$ cat config.mk
export PLATFORM = sky130hd
export DESIGN_NAME = stack_sequencer
export DESIGN_NICKNAME = d
export VERILOG_FILES = /design/src/rtl/stack_sequencer.sv
export SDC_FILE = /design/constraint.sdc
export NUM_CORES = 1
export LEC_CHECK = 0
export ABC_AREA = 1
export CAP_MARGIN = 30
export CELL_PAD_IN_SITES_DETAIL_PLACEMENT = 0
export CELL_PAD_IN_SITES_GLOBAL_PLACEMENT = 1
export CORE_ASPECT_RATIO = 0.7
export CORE_MARGIN = 5
export CORE_UTILIZATION = 32
export CTS_BUF_LIST = sky130_fd_sc_hd__clkbuf_2 sky130_fd_sc_hd__clkbuf_4 sky130_fd_sc_hd__clkbuf_8
export CTS_CLUSTER_DIAMETER = 30
export DETAILED_ROUTE_END_ITERATION = 10
export GPL_TIMING_DRIVEN = 0
export PLACE_DENSITY = 0.86
export SLEW_MARGIN = 20
export SYNTH_ARGS = -nofsm -noshare
export SYNTH_HDL_FRONTEND = slang
export SYNTH_SLANG_ARGS = --single-unit
$ cat constraint.sdc
create_clock -name clk -period 4.57 [get_ports clk]
set_input_delay 0.457 -clock clk [delete_from_list [all_inputs] [get_ports clk]]
set_output_delay 0.457 -clock clk [all_outputs]
set_load 0.02 [all_outputs]
$ cat src/rtl/stack_sequencer.sv
// Arbitrates core and interrupt-unit stack transactions onto one push/pop stack port,
// with fixed interrupt priority, overflow/underflow detection and a saturating depth count.
module stack_sequencer #(
    parameter int DATA_W  = 10,
    parameter int DEPTH_W = 5
) (
    input  logic               clk,
    input  logic               rst,
    input  logic               cpu_req,
    input  logic               cpu_op,
    input  logic [DATA_W-1:0]  cpu_data,
    output logic               cpu_ack,
    input  logic               irq_req,
    input  logic               irq_op,
    input  logic [DATA_W-1:0]  irq_data,
    output logic               irq_ack,
    output logic [DATA_W-1:0]  rdata,
    output logic               stk_en,
    output logic               stk_op,
    output logic [DATA_W-1:0]  stk_din,
    input  logic [DATA_W-1:0]  stk_dout,
    input  logic               stk_full,
    input  logic               stk_empty,
    output logic               err,
    output logic [1:0]         err_code,
    output logic [DEPTH_W-1:0] depth
);

    typedef enum logic [2:0] {
        IDLE,
        ISSUE,
        READ,
        ACK,
        ERR
    } state_t;

    localparam logic [DEPTH_W-1:0] DEPTH_MAX = '1;

    state_t               state_q, state_d;
    logic                 owner_q, owner_d;   // 1 = interrupt unit, 0 = core
    logic                 op_q, op_d;
    logic [DATA_W-1:0]    data_q, data_d;
    logic [DATA_W-1:0]    rdata_q, rdata_d;
    logic [1:0]           err_code_q, err_code_d;
    logic [DEPTH_W-1:0]   depth_q, depth_d;

    always_ff @(posedge clk) begin
        if (rst) begin
            state_q    <= IDLE;
            owner_q    <= 1'b0;
            op_q       <= 1'b0;
            data_q     <= '0;
            rdata_q    <= '0;
            err_code_q <= '0;
            depth_q    <= '0;
        end else begin
            state_q    <= state_d;
            owner_q    <= owner_d;
            op_q       <= op_d;
            data_q     <= data_d;
            rdata_q    <= rdata_d;
            err_code_q <= err_code_d;
            depth_q    <= depth_d;
        end
    end

    always_comb begin
        state_d    = state_q;
        owner_d    = owner_q;
        op_d       = op_q;
        data_d     = data_q;
        rdata_d    = rdata_q;
        err_code_d = err_code_q;
        depth_d    = depth_q;
        unique case (state_q)
            IDLE: begin
                if (irq_req || cpu_req) begin
                    owner_d = irq_req;
                    op_d    = irq_req ? irq_op : cpu_op;
                    data_d  = irq_req ? irq_data : cpu_data;
                    // Code is loaded on entry so it is already visible in the ERR cycle
                    if (op_d && stk_full) begin
                        state_d    = ERR;
                        err_code_d = 2'b01;
                    end else if (!op_d && stk_empty) begin
                        state_d    = ERR;
                        err_code_d = 2'b10;
                    end else begin
                        state_d = ISSUE;
                    end
                end
            end
            ISSUE: state_d = op_q ? ACK : READ;
            READ: begin
                rdata_d = stk_dout;
                state_d = ACK;
            end
            ACK: begin
                if (op_q && depth_q != DEPTH_MAX) begin
                    depth_d = depth_q + DEPTH_W'(1);
                end else if (!op_q && depth_q != '0) begin
                    depth_d = depth_q - DEPTH_W'(1);
                end
                state_d = IDLE;
            end
            ERR:     state_d = IDLE;
            default: state_d = IDLE;
        endcase
    end

    always_comb begin
        stk_en   = (state_q == ISSUE);
        stk_op   = (state_q == ISSUE) ? op_q : 1'b0;
        stk_din  = (state_q == ISSUE) ? data_q : '0;
        cpu_ack  = (state_q == ACK || state_q == ERR) && !owner_q;
        irq_ack  = (state_q == ACK || state_q == ERR) && owner_q;
        err      = (state_q == ERR);
        err_code = err_code_q;
        rdata    = rdata_q;
        depth    = depth_q;
    end

endmodule

==> results.tsv, run 1 <==
metric	value	unit
outcome	completed	
drc	0	
netlist_instances	229	
grt_max_degree	11	
antenna_found_initial	0	
leakage	1.022	nW
stdcell_area	2522	um^2
vias_per_cell	4.493	
io_pins	70	
vias	1685	
reg2reg_depth	13	
synth_top_area_frac	0.3920	
fillerInstances	495	
cp.required	4.11	ns
gp_congestion	0.8029	
power_density	367.4	nW/um^2
critPathArrivalTime	1.99	ns
startpoint_type	flip-flop	
grt_first_pass_wirelength	7734	um
critPathCaptureType	primary output	
slew_viol_final	0	
cts_tree	built	
groute.usage.overall	0.1469	
port_buffers	69	
synth_area_leaders	dfxtp_1 (39%), nor2_1 (10%), nand2_1 (9.9%)	
die_y	69.79	um
ctsHoldBuffers	0	
cp_slowest_cell	clkdlybuf4s50_1	
synth.net_count	272	
routedWlPerCell	12.31	um
total_power	0.9267	mW
start_util	0.3362	
vdd_drop_max	0.0001848	V
syn_avg_cell_area	7.136	um^2
yosysWarnings	0	
detail-route-antenna-nets	0	
clockBufferDepth	2	
slowest_delay	0.62	ns
slew_headroom	0.6684	
hold_viol_final	0	
place.detailed.instances	367	
instances_no_fill	375	
post_cts.repair.setup_buffers	0	
area_delta_synth_final	54.36	%
place_ws	2.433	ns
finalNetCount	348	
synth_area	1634	um^2
tightestPinTransition	0.4974	ns
core_area	4861	um^2
timing.final.crit_share	0.5344	
hold_depth	2	
place_hpwl	3607	um
worstPathCellList	nor3_2, inv_1, buf_2, nor2_1, clkdlybuf4s50_1	
antennaDiodeCount	0	
cap_violations	0	
seq_area_frac_synth	0.3920	
drive_above_1_share	0.08497	
hold_class	flip-flop to flip-flop	
ys_top_cells_by_count	nor2_1 (45), nand2_1 (43), dfxtp_1 (32)	
cts_max_level	2	
yosysMostFrequentCell	nor2_1	
clock_skew	0.004768	ns
postSynth.asyncResetShare	0	
period_needed	2.442	ns
setup_slack	2.128	ns
dieWidth	95.41	um
finalSetupTns	0	ns
rsz0062_at_grt	no	
post_cts_resized	0	
drtPass1Iterations	4	
ys_ff_latch	32	
drt-total-wl	4618	um
clock_latency	0.28	ns
yosysTopAreaCell	dfxtp_1	
crit_type	flip-flop to primary output	
detailed_place.area	2411	um^2
rows	21	
synth_cell_types	33	
grt_pass1_vias	1603	
cts_buffers	5	
clock-sinks	32	
die_area	6658	um^2
crit_path_max_fanout	10	
yosys_most_used_dff	dfxtp_1	
fmax	409.5	MHz
drt_iter0_markers	57	
synth_edf_count	0	
grt-ovfl-total	0	
utilization	0.5189	
setup_viol	0	
cts_root_buffer	clkbuf_8	
whs	0.4670	ns
path_clk_slew	0.07	ns
registers in the layout (all words and copies together), names as in the netlist:
register  flops
data_q       10
depth         5
err_code      2
op_q          1
owner_q       1
rdata        10
state_q       3
cell type report:
cell class	count	area, um^2	share of cell area
multi-input combinational	158	822.0	0.3259
timing repair buffer	69	690.7	0.2738
sequential	32	640.6	0.2540
inverter	30	118.9	0.04712
tap	69	86.33	0.03423
clock buffer	6	76.32	0.03026
buffer	9	52.55	0.02083
clock inverter	2	35.03	0.01389
layout by cell type (no fill, tap or decap), drive strengths merged:
master / n
nand4: 1
bufinv: 1
a211oi: 1
clkinv: 2
nor3: 3
clkdlybuf4s50: 69
inv: 29
ha: 4
clkbuf: 10
fa: 1
a21oi: 10
a31oi: 10
xnor2: 1
o21a: 1
o21ai: 24
o41ai: 1
xor2: 1
nand2: 44
dfxtp: 32
buf: 5
nor2: 48
o21bai: 1
nand3: 7
layer usage:
layer  wire length [um]  part of all wire  GRT usage
met1               2359              0.51     0.2053
met2               1871              0.41     0.2017
met3                331             0.072    0.06074
met4                 55             0.012    0.04732
met5                  0                 0          0
final timing paths:
kind / slack [ns] / from / to
max: 2.13 / state_q[2] / stk_din[1]
min: 0.47 / err_code[1] / err_code[1]
max reg2reg: 2.52 / depth[2] / depth[4]
min reg2reg: 0.47 / err_code[1] / err_code[1]
logic make-up after synthesis:
kind of cell | share of synthesized area
DFF | 0.3920
xor gates and xnor gates | 0.01072
AOI/OAI and AO/OA | 0.1708
adders and majority gates | 0.04288
buffers and inverters | 0.1049
and+or+nand+nor | 0.2787
power breakdown:
group          switching [mW]  internal [mW]
Sequential             0.0261          0.321
Combinational           0.166          0.139
Clock                   0.107          0.168
critical path: cells and delay by family (launching register included):
| family | cells | cell delay, ns |
|---|---|---|
| buffers and inverters | 3 | 0.93 |
| flip-flops | 1 | 0.42 |
| AND/OR/NAND/NOR | 2 | 0.35 |
Note: power is estimated with default switching activity, not from simulation.
==> inputs of run 2 (changes only) <==
- CORE_UTILIZATION: 32 -> 27
- PLACE_DENSITY: 0.86 -> 0.77
- clock period: 4.57 -> 2.2 ns (I/O delays scaled with it)
==> results.tsv, run 2 (same netlist as run 1, synthesis figures left out) <==
metric	value	unit	change
cp.required	1.98	ns	was 4.11 ns
whs	0.4620	ns	was 0.4670 ns
drc	0		unchanged
finalSetupTns	0	ns	unchanged
drive_above_1_share	0.09477		was 0.08497
drtPass1Iterations	4		unchanged
drt_iter0_markers	83		was 57
drt-total-wl	4910	um	was 4618 um
core_area	5813	um^2	was 4861 um^2
cts_tree	built		unchanged
leakage	1.068	nW	was 1.022 nW
fmax	486.2	MHz	
tightestPinTransition	0.5118	ns	was 0.4974 ns
path_clk_slew	0.07	ns	about the same
rows	23		was 21
stdcell_area	2529	um^2	was 2522 um^2
antennaDiodeCount	0		unchanged
antenna_found_initial	0		unchanged
hold_viol_final	0		unchanged
outcome	completed		unchanged
die_y	75.09	um	was 69.79 um
post_cts_resized	10		was 0
vias_per_cell	4.365		was 4.493
setup_slack	0.1431	ns	was 2.128 ns
cap_violations	0		unchanged
period_needed	2.057	ns	
post_cts.repair.setup_buffers	0		unchanged
detail-route-antenna-nets	0		unchanged
vdd_drop_max	0.0003726	V	was 0.0001848 V
hold_class	flip-flop to flip-flop		unchanged
rsz0062_at_grt	no		unchanged
setup_viol	0		unchanged
cp_slowest_cell	clkdlybuf4s50_1		unchanged
ctsHoldBuffers	0		unchanged
clock-sinks	32		unchanged
die_area	7733	um^2	was 6658 um^2
port_buffers	69		unchanged
grt_max_degree	12		was 11
worstPathCellList	inv_1, nor2_1, nor2_1, nor2_1, clkdlybuf4s50_1		was nor3_2, inv_1, buf_2, nor2_1, clkdlybuf4s50_1
critPathArrivalTime	1.84	ns	was 1.99 ns
cts_root_buffer	clkbuf_8		unchanged
grt-ovfl-total	0		unchanged
crit_path_frequent_cell	nor2_1		
area_delta_synth_final	54.75	%	was 54.36%
place_ws	0.1433	ns	was 2.433 ns
grt_first_pass_wirelength	7900	um	was 7734 um
slowest_delay	0.61	ns	was 0.62 ns
dieWidth	103.0	um	was 95.41 um
layout_common_cells	clkdlybuf4s50_1 (59), nor2_1 (45), nand2_1 (43)		was clkdlybuf4s50_1 (69), nor2_1 (45), nand2_1 (43)
timing.final.crit_share	0.9350		
grt_pass1_vias	1554		was 1603
slew_viol_final	0		unchanged
clock_latency	0.29	ns	was 0.28 ns
groute.usage.overall	0.1344		was 0.1469
crit_path_max_fanout	6		was 10
start_util	0.2811		was 0.3362
cts_buffers	5		unchanged
vias	1663		was 1685
crit_type	flip-flop to primary output		unchanged
gp_congestion	0.7641		was 0.8029
routedWlPerCell	12.89	um	was 12.31 um
clock_skew	0.004406	ns	was 0.004768 ns
startpoint_type	flip-flop		unchanged
critPathCaptureType	primary output		unchanged
final_common_cell	clkdlybuf4s50_1		unchanged
slew_headroom	0.6588		was 0.6684
power_density	763.7	nW/um^2	was 367.4 nW/um^2
cts_max_level	2		unchanged
total_power	1.931	mW	was 0.9267 mW
clockBufferDepth	2		unchanged
detailed_place.area	2419	um^2	was 2411 um^2
io_pins	70		unchanged
finalNetCount	348		unchanged
place_hpwl	3705	um	was 3607 um
==> run 2: cell types whose count changed in the layout (fill, tap and decap cells not counted), sizes merged <==
cell | before | now
clkdlybuf4s50 | 69 | 59
dlygate4sd2 | 0 | 10
clkbuf | 10 | 9
clkinvlp | 0 | 1
==> run 2: cell type report <==
| class | instances | area (um^2) |
|---|---|---|
| multi-input cells | 158 | 829.5 |
| clock inverters | 3 | 42.54 |
| flip-flops and latches | 32 | 644.4 |
| repair buffers | 69 | 678.2 |
| inverters | 30 | 118.9 |
| well taps | 75 | 93.84 |
| fillers | 615 | 3284 |
| plain buffers | 9 | 52.55 |
| clock buffers | 5 | 68.82 |
==> run 2: path summary, 6_finish.rpt <==
path                 endpoint        start  slack [ns]  cells past startpoint
hold reg to reg   err_code[1]  err_code[1]        0.46                      2
setup reg to reg     depth[4]     depth[4]        0.23                     12
hold / removal    err_code[1]  err_code[1]        0.46                      2
setup / recovery      cpu_ack   state_q[2]        0.14                      5
==> run 2: where the power goes <==
part           switching [mW]  leakage [nW]  internal [mW]  total (mW)
sequential             0.0523         0.264          0.666       0.718
combinational           0.352         0.749          0.282       0.635
clock                   0.243        0.0541          0.335       0.578
==> run 2: critical path, delay by kind of cell (launching register included) <==
kind	cells	cell delay, ns
buffers and inverters	2	0.68
flip-flops	1	0.55
AND/OR/NAND/NOR	3	0.32
==> run 2: metrics by stage <==
step | utilization | std cells
floorplan | - | 229
global placement | 0.4161 | 373
detailed placement | 0.4161 | 373
CTS | 0.4331 | 381
global route | 0.4350 | 381
finish | 0.4350 | 381
==> run 2: per-layer routing <==
metal | part of all wire | global-route usage | routed length, um | vias up
met5 | 0 | 0 | 0 | -
met4 | 0.013 | 0.05460 | 65 | 0
met1 | 0.51 | 0.1851 | 2483 | 729
met3 | 0.070 | 0.05370 | 344 | 6
met2 | 0.41 | 0.1862 | 2018 | 43
li1 | - | - | - | 885
